===== src/rtl/bpc_frame_packer_if.sv =====
// Beat-stream bundle around bpc_frame_packer; signal names follow the packer's
// view (*_i flows into the packer, *_o flows out of it).
interface bpc_frame_packer_if #(
   parameter int DATA_W = 64
);
   logic [DATA_W-1:0] data_i;
   logic              valid_i;
   logic              ready_o;
   logic              sop_i;
   logic              eop_i;
   logic [DATA_W-1:0] data_o;
   logic              valid_o;
   logic              ready_i;
   logic              sop_o;
   logic              eop_o;

   modport master (
      output data_i, valid_i, sop_i, eop_i, ready_i,
      input  ready_o, data_o, valid_o, sop_o, eop_o
   );

   modport slave (
      input  data_i, valid_i, sop_i, eop_i, ready_i,
      output ready_o, data_o, valid_o, sop_o, eop_o
   );
endinterface


===== src/rtl/bpc_frame_packer.sv =====
// Store-and-forward framer: buffers one sop..eop block, then emits a length header and the payload.
// Optional header checksum is enabled by defining BPC_PACK_CSUM_EN.
module bpc_frame_packer #(
   parameter int          DATA_W = 64,
   parameter int          DEPTH  = 32,
   parameter logic [15:0] MAGIC  = 16'hB9C0
) (
   input logic               clk,
   input logic               rst,
   bpc_frame_packer_if.slave bus
);
   localparam int AW = $clog2(DEPTH);
   localparam int CW = AW + 1;
   localparam logic [CW-1:0] FULL = CW'(DEPTH);

   typedef enum logic [1:0] {IDLE, FILL, HDR, DRAIN} state_t;

   state_t            state_q, state_d;
   logic [CW-1:0]     count_q, count_d;
   logic [CW-1:0]     rd_ptr_q, rd_ptr_d;
   logic [7:0]        seq_q, seq_d;
   logic              ovf_q, ovf_d;
   logic              ready_q, ready_d;
   logic              valid_q, valid_d;
   logic              sop_q, sop_d;
   logic              eop_q, eop_d;
   logic [DATA_W-1:0] data_q, data_d;

   logic [DATA_W-1:0] mem [DEPTH];
   logic              in_fire, accept, wr_en, out_fire;
   logic [AW-1:0]     wr_addr;
   logic [15:0]       csum_hdr;

   // ready_q is only high in IDLE/FILL, so in_fire already implies one of those states.
   always_comb begin
      in_fire = bus.valid_i & ready_q;
      accept  = in_fire & (bus.sop_i | (state_q == FILL));
      wr_en   = accept & (bus.sop_i | (count_q != FULL));
      wr_addr = bus.sop_i ? '0 : count_q[AW-1:0];
   end

   // NOTE: the payload RAM has no reset; every word is rewritten before it is read back.
   always_ff @(posedge clk) begin
      if (wr_en) mem[wr_addr] <= bus.data_i;
   end

`ifdef BPC_PACK_CSUM_EN
   logic [15:0] csum_q, csum_d, fold;

   always_comb begin
      fold   = bus.data_i[63:48] ^ bus.data_i[47:32] ^ bus.data_i[31:16] ^ bus.data_i[15:0];
      csum_d = csum_q;
      if (wr_en) csum_d = (bus.sop_i ? 16'h0000 : csum_q) ^ fold;
   end

   always_ff @(posedge clk or posedge rst) begin
      if (rst) csum_q <= 16'h0000;
      else     csum_q <= csum_d;
   end

   assign csum_hdr = csum_d;
`else
   assign csum_hdr = 16'h0000;
`endif

   // NOTE: every *_d gets its hold value first so no path through this block can infer a latch.
   always_comb begin
      state_d  = state_q;
      count_d  = count_q;
      rd_ptr_d = rd_ptr_q;
      seq_d    = seq_q;
      ovf_d    = ovf_q;
      ready_d  = ready_q;
      valid_d  = valid_q;
      sop_d    = sop_q;
      eop_d    = eop_q;
      data_d   = data_q;
      out_fire = valid_q & bus.ready_i;

      unique case (state_q)
         IDLE, FILL: begin
            ready_d = 1'b1;
            if (accept) begin
               if (bus.sop_i) begin
                  count_d = CW'(1);
                  ovf_d   = 1'b0;
               end else if (count_q == FULL) begin
                  ovf_d = 1'b1;
               end else begin
                  count_d = count_q + CW'(1);
               end
               state_d = FILL;
               // Header is built from the post-update count/ovf/checksum so it is valid next cycle.
               if (bus.eop_i) begin
                  state_d = HDR;
                  ready_d = 1'b0;
                  valid_d = 1'b1;
                  sop_d   = 1'b1;
                  eop_d   = 1'b0;
                  data_d  = {MAGIC, seq_q, 7'd0, ovf_d, 16'(count_d), csum_hdr};
               end
            end
         end
         HDR: begin
            if (out_fire) begin
               state_d  = DRAIN;
               sop_d    = 1'b0;
               data_d   = mem[0];
               eop_d    = (count_q == CW'(1));
               rd_ptr_d = CW'(1);
            end
         end
         DRAIN: begin
            if (out_fire) begin
               if (eop_q) begin
                  state_d = IDLE;
                  valid_d = 1'b0;
                  eop_d   = 1'b0;
                  ready_d = 1'b1;
                  seq_d   = seq_q + 8'd1;
               end else begin
                  data_d   = mem[rd_ptr_q[AW-1:0]];
                  eop_d    = (rd_ptr_q == count_q - CW'(1));
                  rd_ptr_d = rd_ptr_q + CW'(1);
               end
            end
         end
         default: ;
      endcase
   end

   // NOTE: combinational next-state uses blocking '=', this register stage uses '<=' only.
   always_ff @(posedge clk or posedge rst) begin
      if (rst) begin
         state_q  <= IDLE;
         count_q  <= '0;
         rd_ptr_q <= '0;
         seq_q    <= 8'd0;
         ovf_q    <= 1'b0;
         ready_q  <= 1'b0;
         valid_q  <= 1'b0;
         sop_q    <= 1'b0;
         eop_q    <= 1'b0;
         data_q   <= '0;
      end else begin
         state_q  <= state_d;
         count_q  <= count_d;
         rd_ptr_q <= rd_ptr_d;
         seq_q    <= seq_d;
         ovf_q    <= ovf_d;
         ready_q  <= ready_d;
         valid_q  <= valid_d;
         sop_q    <= sop_d;
         eop_q    <= eop_d;
         data_q   <= data_d;
      end
   end

   assign bus.ready_o = ready_q;
   assign bus.valid_o = valid_q;
   assign bus.sop_o   = sop_q;
   assign bus.eop_o   = eop_q;
   assign bus.data_o  = data_q;
endmodule

===== src/flat_wrapper.sv =====
// flat-port wrapper written by rule: the top's interface ports become plain ports
module bpc_frame_packer_flat 
#(
   parameter int          DATA_W = 64,
   parameter int          DEPTH  = 32,
   parameter logic [15:0] MAGIC  = 16'hB9C0
)
  (clk, rst, bus_data_i, bus_valid_i, bus_sop_i, bus_eop_i, bus_ready_i, bus_ready_o, bus_data_o, bus_valid_o, bus_sop_o, bus_eop_o);
  bpc_frame_packer_if #(.DATA_W(DATA_W)) bus_i ();
  input logic clk;
  input logic rst;
  input wire logic [$bits(bus_i.data_i)-1:0] bus_data_i;
  input wire logic [$bits(bus_i.valid_i)-1:0] bus_valid_i;
  input wire logic [$bits(bus_i.sop_i)-1:0] bus_sop_i;
  input wire logic [$bits(bus_i.eop_i)-1:0] bus_eop_i;
  input wire logic [$bits(bus_i.ready_i)-1:0] bus_ready_i;
  output wire logic [$bits(bus_i.ready_o)-1:0] bus_ready_o;
  output wire logic [$bits(bus_i.data_o)-1:0] bus_data_o;
  output wire logic [$bits(bus_i.valid_o)-1:0] bus_valid_o;
  output wire logic [$bits(bus_i.sop_o)-1:0] bus_sop_o;
  output wire logic [$bits(bus_i.eop_o)-1:0] bus_eop_o;
  assign bus_i.data_i = bus_data_i;
  assign bus_i.valid_i = bus_valid_i;
  assign bus_i.sop_i = bus_sop_i;
  assign bus_i.eop_i = bus_eop_i;
  assign bus_i.ready_i = bus_ready_i;
  assign bus_ready_o = bus_i.ready_o;
  assign bus_data_o = bus_i.data_o;
  assign bus_valid_o = bus_i.valid_o;
  assign bus_sop_o = bus_i.sop_o;
  assign bus_eop_o = bus_i.eop_o;
  bpc_frame_packer #(.DATA_W(DATA_W), .DEPTH(DEPTH), .MAGIC(MAGIC)) u_core (.clk(clk), .rst(rst), .bus(bus_i));
endmodule

===== config.mk =====
export PLATFORM = sky130hd
export DESIGN_NAME = bpc_frame_packer_flat
export DESIGN_NICKNAME = d
export VERILOG_FILES = /design/src/rtl/bpc_frame_packer_if.sv /design/src/rtl/bpc_frame_packer.sv /design/src/flat_wrapper.sv
export SDC_FILE = /design/constraint.sdc
export NUM_CORES = 2
export LEC_CHECK = 0
export ABC_CLOCK_PERIOD_IN_PS = 6800
export BUFFER_PORTS_ARGS = -buffer_cell sky130_fd_sc_hd__buf_2
export CAP_MARGIN = 20
export CORE_MARGIN = 4
export CORE_UTILIZATION = 59
export CTS_BUF_LIST = sky130_fd_sc_hd__clkbuf_8
export DETAILED_ROUTE_END_ITERATION = 6
export GPL_TIMING_DRIVEN = 0
export PLACE_DENSITY = 0.83
export REMOVE_ABC_BUFFERS = 1
export SYNTH_ARGS = -nofsm -noshare
export SYNTH_HDL_FRONTEND = slang
export SYNTH_SLANG_ARGS = --single-unit

===== constraint.sdc =====
create_clock -name clk -period 6.8 [get_ports clk]
set_clock_uncertainty 0.1 [all_clocks]
set_input_delay 1.36 -clock clk [delete_from_list [all_inputs] [get_ports clk]]
set_output_delay 1.36 -clock clk [all_outputs]
set_load 0.05 [all_outputs]

==> reports/metrics.yaml <==
outcome:
  status: "finished clean"
critical_path:
  critPathCapture: "u_core.mem[12][53]"
  path_common_cell: "buf_6"
  start_kind: "flop"
  reg2reg_depth: 10
  critPathKind: "reg2reg"
  end_kind: "flop"
  crit_arrival_ns: 5.68
  reg2reg_to: "u_core.mem[12][53]"
  worst-endpoint-required_ns: 7.36
  crit_buf_inv: 5
  cp_max_fo: 18
  crit_start: "u_core.state_q[0]"
  worstReg2RegStart: "u_core.state_q[0]"
  path_depth: 10
  crit_path_top_delay_cell: "dfrtp_1"
  cp_cell_sequence: "o21bai_1 -> or2_2 -> nor3_1 -> nand3_1 -> nor3_2 -> buf_8 -> buf_6 -> buf_8 -> buf_6 -> buf_6"
  r2r_setup_slack_ns: 1.68
  crit_family: "simple AND/OR/NAND/NOR gates"
  critPathMaxStageDelay_ns: 0.97
worst_hold_path:
  min_path_type: "in2async"
sta:
  worst_pin_slew_ns: 1.281
  min_period_ns: 5.117
  final_max_slew_viol_count: 0
  fin_hold_ws_ns: 0.2900
  setup_ws_ns: 1.683
  setup_viol: 0
  finalSetupTns_ns: 0
  period_share_pct: 75.26
  finalHoldViolations: 0
  clock.fmax_ghz: 0.1954
  rsz0062_at_grt: "false"
  slew_headroom_pct: 14.58
yosys:
  synth_flop_cell: "edfxtp_1"
  netlist_area_mm2: 0.08191
  ys_async_sr_fraction_pct: 4.254
  synth_top_area_cell: "edfxtp_1"
  ys_types: 62
  syn-instance-count: 3735
  synth_edf_count: 2048
  synth-seq-cells: 2139
  synthTopCellsByArea: "edfxtp_1 75%, mux4_2 13%, dfrtp_1 2.8%"
  yosysWarnings: 0
  synth_area_per_cell_um2: 21.93
  netlist.area_leader.share_pct: 75.08
  synth_commonest_cells: "2,048 x edfxtp_1, 477 x mux4_2, 130 x a22oi_1, 106 x mux2i_1, 91 x dfrtp_1"
  ys_seq_area_share_pct: 77.87
  post-synth-top-count-cell: "edfxtp_1"
detailed_routing:
  vias_per_cell: 7.326
  ant_nets: 0
  finalWirelength_mm: 232.4
  post_drt_wl_per_cell_um: 37.29
  dr.pass1.iters: 6
  drt_drc_violations_left: 0
  route.vias.total: 45665
  drt_iter0_markers: 8345
cells_and_area:
  fillCellCount: 7275
  final_cells: 6233
  nets: 4251
  fin_area_mm2: 0.09411
  drive_above_1_share_pct: 29.00
  final_util_pct: 68.36
  syn2layout_area_growth_pct: 14.90
floorplanning:
  die_h_um: 380.6
  row_count: 136
  ios: 138
  fp.dieW_um: 380.6
  die_area_mm2: 0.1448
  start_util_pct: 59.50
  core_area_mm2: 0.1377
placed_design:
  place_ws_ns: 1.395
  placed_area_mm2: 0.08785
  routabilityCongestion: 0.7807
  port_buffers: 137
  placedCellCount: 5641
  dp_hpwl_mm: 136.7
pwr:
  p_leak_nw: 30.72
  total_power_mw: 36.10
  peakVddDrop_v: 0.0003247
  power_density_mw_per_mm2: 383.6
cts:
  root_buffer: "clkbuf_8"
  cts_hold_buf: 0
  cts_tree: "done"
  cts_buffers: 325
  clkLatencyLatePin_ns: 1.01
  cts_buffer_depth: 4
  cts_htree_levels: 5
  clock-sinks: 2139
  postCtsSetupBuffers: 0
  path_clk_slew_ns: 0.07
  cts-resized-gates: 0
run:
  maxCapViolCount: 0
grt:
  grt_max_degree: 64
  grt_first_pass_wirelength_mm: 329.7
  overflow: 0
  grtUsageTotal_pct: 32.01
  antenna_found_initial: 25
  grt_pass1_vias: 46505
-- power breakdown --
group	internal (mW)	switching [mW]
combinational	4.42	5.89
clock	5.39	4.89
sequential	14.9	0.645
total	24.7	11.4
-- state kept, by name, indices dropped and copies added, names as in the netlist --
signal / cells
u_core.bus.data_o: 64
u_core.bus.eop_o: 1
u_core.bus.ready_o: 1
u_core.bus.sop_o: 1
u_core.bus.valid_o: 1
u_core.count_q: 6
u_core.mem: 2048
u_core.ovf_q: 1
u_core.rd_ptr_q: 6
u_core.seq_q: 8
u_core.state_q: 2
-- layout make-up --
| cell class | instances | area [µm²] | share of cell area (%) |
|---|---|---|---|
| Inverter | 8 | 35.03 | 0.03723 |
| Tap cell | 1794 | 2245 | 2.385 |
| Antenna cell | 18 | 45.04 | 0.04786 |
| Sequential cell | 2139 | 63790 | 67.78 |
| Timing Repair Buffer | 331 | 4566 | 4.851 |
| Clock buffer | 364 | 5010 | 5.323 |
| Clock inverter | 208 | 1189 | 1.263 |
| Multi-Input combinational cell | 1371 | 17230 | 18.31 |
-- logic make-up after synthesis --
family | count (synthesis) | share of synthesized area [%]
AOI/OAI and AO/OA | 421 | 3.799
xor gates and xnor gates | 24 | 0.2566
adders and majority gates | 5 | 0.07638
buffers and inverters | 225 | 1.479
DFF | 2139 | 77.87
muxes | 595 | 14.59
and+or+nand+nor | 326 | 1.929
-- worst min-delay path by stage --
stage	end	slack [ns]
after global placement	u_core.bus.data_o[51]	0.39
final	u_core.bus.data_o[8]	0.29
after global routing	u_core.bus.data_o[8]	0.28
after detailed placement	u_core.bus.data_o[49]	0.39
after CTS	u_core.bus.data_o[8]	0.24
after floorplan	u_core.seq_q[7]	0.35
-- per-layer routing --
layer | global-route usage [%] | up-vias | part of all wire [%]
li1 | - | 16843 | -
met1 | 41.00 | 22953 | 32
met2 | 49.34 | 4782 | 47
met3 | 9.702 | 1075 | 15
met4 | 18.58 | 12 | 6.5
met5 | 0 | - | 0.036
-- layout by cell type, fill, tap and decap left out, drive strengths merged, types with 42 or more instances in the layout --
cell / synthesis / final
nor2: 90 / 90
buf: 131 / 330
mux4: 478 / 478
dfrtp: 91 / 91
inv: 8 / 126
clkbuf: 86 / 365
a21oi: 73 / 73
nand3: 42 / 42
a22oi: 130 / 130
clkinv: 0 / 74
mux2i: 106 / 106
edfxtp: 2048 / 2048
a211oi: 42 / 42
nand2: 74 / 74
-- worst register-to-register path, stage by stage (launching register included) --
cell and delay (ns):
dfrtp_1 0.97, o21bai_1 0.46, or2_2 0.52, nor3_1 0.55
nand3_1 0.44, nor3_2 0.79, buf_8 0.26, buf_6 0.20
buf_8 0.18, buf_6 0.16, buf_6 0.17
Power figures use the tool's default switching activity.
